<file path="config.mk">
export PLATFORM = sky130hd
export DESIGN_NAME = fetch_sequencer
export DESIGN_NICKNAME = d
export VERILOG_FILES = /design/src/rtl/fetch_sequencer.sv
export SDC_FILE = /design/constraint.sdc
export NUM_CORES = 1
export LEC_CHECK = 0
export CAP_MARGIN = 25
export CORE_ASPECT_RATIO = 0.9
export CORE_UTILIZATION = 38
export DETAILED_ROUTE_END_ITERATION = 6
export PLACE_DENSITY = 0.77
export SLEW_MARGIN = 40
export SYNTH_ARGS = -nofsm -noshare
export SYNTH_HDL_FRONTEND = slang
export SYNTH_SLANG_ARGS = --single-unit
</file>
<file path="constraint.sdc">
create_clock -name Clk -period 1.3 [get_ports Clk]
set_input_delay 0.39 -clock Clk [delete_from_list [all_inputs] [get_ports Clk]]
set_output_delay 0.39 -clock Clk [all_outputs]
set_load 0.1 [all_outputs]
</file>
<file path="src/rtl/fetch_sequencer.sv">
// fetch_sequencer
// Instruction fetch sequencer: walks a program ROM, latches one instruction at
// a time into an instruction register and presents it for decode/execute.
// Each instruction takes a FETCH cycle followed by at least one ISSUE cycle.
// A HALT_OP opcode in ISSUE stops the sequencer until reset.
//
// Ports
//   Clk          : single clock, all state changes on the rising edge
//   Rst          : synchronous, active-high reset
//   Run          : start request, only looked at while idle
//   Stall        : downstream not ready, holds the current instruction in ISSUE
//   BranchTaken  : redirect the PC to BranchTarget, only looked at in ISSUE
//   BranchTarget : redirect address
//   DataOp/Datars/Datart/Datard/Datai : ROM fields for address Addr
//   Addr         : ROM address, driven straight from the PC register
//   IrOp/IrRs/IrRt/IrRd/IrImm         : registered instruction fields
//   IrValid      : IR holds an instruction for decode/execute (ISSUE only)
//   PcNext       : address of the instruction following the one in IR
//   Halted       : sequencer stopped on HALT_OP
module fetch_sequencer #(
  parameter logic [7:0] RESET_PC = 8'h00,
  parameter logic [3:0] HALT_OP  = 4'hF
) (
  input  logic       Clk,
  input  logic       Rst,
  input  logic       Run,
  input  logic       Stall,
  input  logic       BranchTaken,
  input  logic [7:0] BranchTarget,
  input  logic [3:0] DataOp,
  input  logic [2:0] Datars,
  input  logic [2:0] Datart,
  input  logic [2:0] Datard,
  input  logic [7:0] Datai,
  output logic [7:0] Addr,
  output logic [3:0] IrOp,
  output logic [2:0] IrRs,
  output logic [2:0] IrRt,
  output logic [2:0] IrRd,
  output logic [7:0] IrImm,
  output logic       IrValid,
  output logic [7:0] PcNext,
  output logic       Halted
);

  localparam logic [1:0] ST_IDLE  = 2'd0;
  localparam logic [1:0] ST_FETCH = 2'd1;
  localparam logic [1:0] ST_ISSUE = 2'd2;
  localparam logic [1:0] ST_HALT  = 2'd3;

  logic [1:0] state_q,    state_d;
  logic [7:0] pc_q,       pc_d;
  logic [3:0] ir_op_q,    ir_op_d;
  logic [2:0] ir_rs_q,    ir_rs_d;
  logic [2:0] ir_rt_q,    ir_rt_d;
  logic [2:0] ir_rd_q,    ir_rd_d;
  logic [7:0] ir_imm_q,   ir_imm_d;
  logic [7:0] pc_next_q,  pc_next_d;
  logic       ir_valid_q, ir_valid_d;
  logic       halted_q,   halted_d;

  // Next-state logic: sequencing, IR capture and PC update.
  always_comb begin
    state_d   = state_q;
    pc_d      = pc_q;
    ir_op_d   = ir_op_q;
    ir_rs_d   = ir_rs_q;
    ir_rt_d   = ir_rt_q;
    ir_rd_d   = ir_rd_q;
    ir_imm_d  = ir_imm_q;
    pc_next_d = pc_next_q;

    case (state_q)
      ST_IDLE: begin
        if (Run) begin
          state_d = ST_FETCH;
        end else begin
          state_d = ST_IDLE;
        end
      end

      ST_FETCH: begin
        // PC advances here so that ISSUE already sees the sequential address;
        // the 8-bit add wraps FF -> 00 naturally.
        ir_op_d   = DataOp;
        ir_rs_d   = Datars;
        ir_rt_d   = Datart;
        ir_rd_d   = Datard;
        ir_imm_d  = Datai;
        pc_d      = pc_q + 8'd1;
        pc_next_d = pc_q + 8'd1;
        state_d   = ST_ISSUE;
      end

      ST_ISSUE: begin
        // Priority: Stall, then halt opcode, then branch, then sequential.
        if (Stall) begin
          state_d = ST_ISSUE;
        end else if (ir_op_q == HALT_OP) begin
          state_d = ST_HALT;
        end else if (BranchTaken) begin
          pc_d    = BranchTarget;
          state_d = ST_FETCH;
        end else begin
          state_d = ST_FETCH;
        end
      end

      ST_HALT: begin
        state_d = ST_HALT;
      end

      default: begin
        state_d = ST_IDLE;
      end
    endcase

    // Status flags are registered and follow the state being entered.
    ir_valid_d = (state_d == ST_ISSUE);
    halted_d   = (state_d == ST_HALT);
  end

  // State and datapath registers with synchronous reset.
  always_ff @(posedge Clk) begin
    if (Rst) begin
      state_q    <= ST_IDLE;
      pc_q       <= RESET_PC;
      ir_op_q    <= 4'd0;
      ir_rs_q    <= 3'd0;
      ir_rt_q    <= 3'd0;
      ir_rd_q    <= 3'd0;
      ir_imm_q   <= 8'd0;
      pc_next_q  <= 8'd0;
      ir_valid_q <= 1'b0;
      halted_q   <= 1'b0;
    end else begin
      state_q    <= state_d;
      pc_q       <= pc_d;
      ir_op_q    <= ir_op_d;
      ir_rs_q    <= ir_rs_d;
      ir_rt_q    <= ir_rt_d;
      ir_rd_q    <= ir_rd_d;
      ir_imm_q   <= ir_imm_d;
      pc_next_q  <= pc_next_d;
      ir_valid_q <= ir_valid_d;
      halted_q   <= halted_d;
    end
  end

  assign Addr    = pc_q;
  assign IrOp    = ir_op_q;
  assign IrRs    = ir_rs_q;
  assign IrRt    = ir_rt_q;
  assign IrRd    = ir_rd_q;
  assign IrImm   = ir_imm_q;
  assign PcNext  = pc_next_q;
  assign IrValid = ir_valid_q;
  assign Halted  = halted_q;

endmodule
</file>
==> impl_metrics.ini <==
[clock_tree]
hold_buffers = 0
cts_tree = built
clk_latency_ns = 0.29
cts_root_buffer = clkbuf_8
htreeDepth = 2
clk_path_buf_depth = 2
cts_buffers = 5
cts.sinks = 41
clk_transition_reported_paths_ns = 0.07

[synth]
synth-seq-cells = 41
syn_area_per_cell_um2 = 8.71
ys_seq_area_frac = 0.473
synthArstFlopShare = 0
syn_area_um2 = 1730
synth_cells = 199
yosys_warnings = 0
synth_edf_count = 0
synth_top_flop_cell = dfxtp_1
synth.distinct_cells = 37
synthesis.nets = 234

[detailed_routing]
dr_wl_met3_um = 316
highest_layer = met4
drt_wl_total_mm = 4.75
met1Wirelength_mm = 1.99
ant_nets = 0
dr_wl_met2_mm = 2.34
drc = 0
vias = 1685
routed_via_density = 4.91
drt-initial-drc-count = 81
firstDrtPassIters = 4
routedWlPerCell_um = 13.8

[grt]
grt_start_max_net_pins = 28
globalRouteOverflowTotal = 0
grt_use_total = 0.210
grt_pass1_wl_mm = 7.60
antenna_found_initial = 0
grt_pass1_vias = 1649

[timing]
slew_viol_final = 0
setup_slack_ns = -0.000102
fin_skew_ns = 0.00681
slew_headroom = 0.824
rsz0062_at_grt = true
worst_pin_slew_ns = 0.262
min_period_ns = 1.30
finalSetupTns_ns = -0.000102
final-hold-violation-count = 0
finalCritPeriodShare = 1.00
setup_viol = 1
fmax_mhz = 769

[status]
status = finished with violations
violations = negative setup slack

[critical_path]
start_kind = flip-flop
worstPathRequired_ns = 0.91
worstPathArrival_ns = 0.91
crit_family = flip-flops
end_kind = primary output
cp_max_fo = 4
regToRegSetupSlack_ns = 0.01
slowest_stage = dfxtp_2
crit_type = reg -> out
path_buf_inv = 1
max_stage_delay_ns = 0.42
worst-path-stages = 1
path_cells = buf_12
r2r_cells = 5

[run]
drv_cap = 0

[min_path]
whs_path_depth = 2
hp-class = reg -> reg

[placement]
place.gp.congestion = 0.789
port_buffers = 72
place_inst = 332
dp_hpwl_mm = 3.59

[die]
start_util = 0.412
die_area_um2 = 4840
ios = 73
die_w_um = 73.2
fp.dieH_um = 66.1
fp-row-count = 22
core_um2 = 4210

[power]
p_per_area_nw_per_um2 = 1070
p_leak_uw = 0.00117
ir_drop_mv = 0.735

[finish]
diodes = 0
fin_cells = 343
drive_above_1_share = 0.428
layout.nets = 317
area_growth_syn_to_layout_pct = 86.2
[final cells by class]
| class | instances | area, um^2 |
|---|---|---|
| inverter | 2 | 7.51 |
| multi-input combinational | 144 | 900 |
| timing repair buffer | 88 | 1270 |
| sequential | 41 | 895 |
| fill | 298 | 982 |
| tap | 60 | 75.1 |
| clock buffer | 8 | 80.1 |
[layout by cell type (no fill, tap or decap), drive strengths merged, types with 3 or more instances in the layout]
cell and instances:
nand4b 3, nand2b 4, xnor2 3, buf 55
o211ai 3, nand3b 3, a211oi 7, nor2 13
nand2 50, o21ai 3, xor2 3, clkbuf 8
a21oi 31, dfxtp 41, nand3 4, clkdlybuf4s50 31
[synth_stat cells (3+ instances only)]
master / n / area [um^2]
nand3b_1: 3 / 22.5
nand4b_1: 3 / 26.3
buf_2: 4 / 20.0
dfxtp_1: 41 / 821
xor2_1: 3 / 26.3
nand2b_1: 4 / 25.0
nand3_1: 3 / 15.0
a21oi_1: 30 / 150
clkbuf_1: 5 / 18.8
a211oi_1: 5 / 37.5
nor2_1: 13 / 48.8
nand2_1: 50 / 188
xnor2_1: 3 / 26.3
[path summary, 6_finish.rpt]
kind,startpoint,endpoint
max reg2reg,Addr[0],Addr[4]
min,IrRt[0],IrRt[0]
min reg2reg,IrRt[0],IrRt[0]
max,Addr[6],Addr[6]
[through the flow]
| step | cell area [um^2] | hold slack (ns) | setup WS [ns] | util | power, uW |
|---|---|---|---|---|---|
| global route | 3230 | 0.490 | -0.0478 | 0.767 | 3610 |
| finish | 3230 | 0.475 | -0.000102 | 0.767 | 3460 |
| global placement | 3070 | 0.463 | -0.457 | 0.729 | 2660 |
| detailed placement | 3070 | 0.466 | -0.532 | 0.729 | 2670 |
| CTS | 3160 | 0.477 | 0.00231 | 0.749 | 3480 |
| floorplan | 1830 | 0.512 | -0.164 | - | 2160 |
[per-layer routing]
layer	track usage	vias up
met5	0	-
met3	0.0701	9
met4	0.0809	0
met1	0.242	770
li1	-	844
met2	0.360	62
[flip-flops by register name, summed over array words and instances, names as in the netlist]
register	count
Addr	8
Halted	1
IrImm	8
IrOp	4
IrRd	3
IrRs	3
IrRt	3
IrValid	1
PcNext	8
state_q	2
[repair_timing]
action,4_1_cts,5_1_grt
setup endpoints to repair,8,11
buffers inserted,1,2
resized for setup,1,14
pin swaps,3,8
[kinds of logic (layout without fill, tap and decap cells)]
logic type / Yosys count / after routing / synth area share
xor+xnor: 6 / 6 / 0.0303
simple gates: 86 / 86 / 0.239
flops: 41 / 41 / 0.473
buf+inv: 14 / 98 / 0.0440
mux: 1 / 1 / 0.00577
compound gates: 50 / 50 / 0.201
fa+ha+maj: 1 / 1 / 0.00721
[where the power goes]
part	leakage, uW	internal, uW	switching, uW	total (uW)
logic	0.000772	499	737	1240
registers	0.000354	1330	94.1	1430
clock network	0.0000395	381	412	794
total	0.00117	2210	1240	3460
No activity file was read; power rests on OpenSTA's default activity.
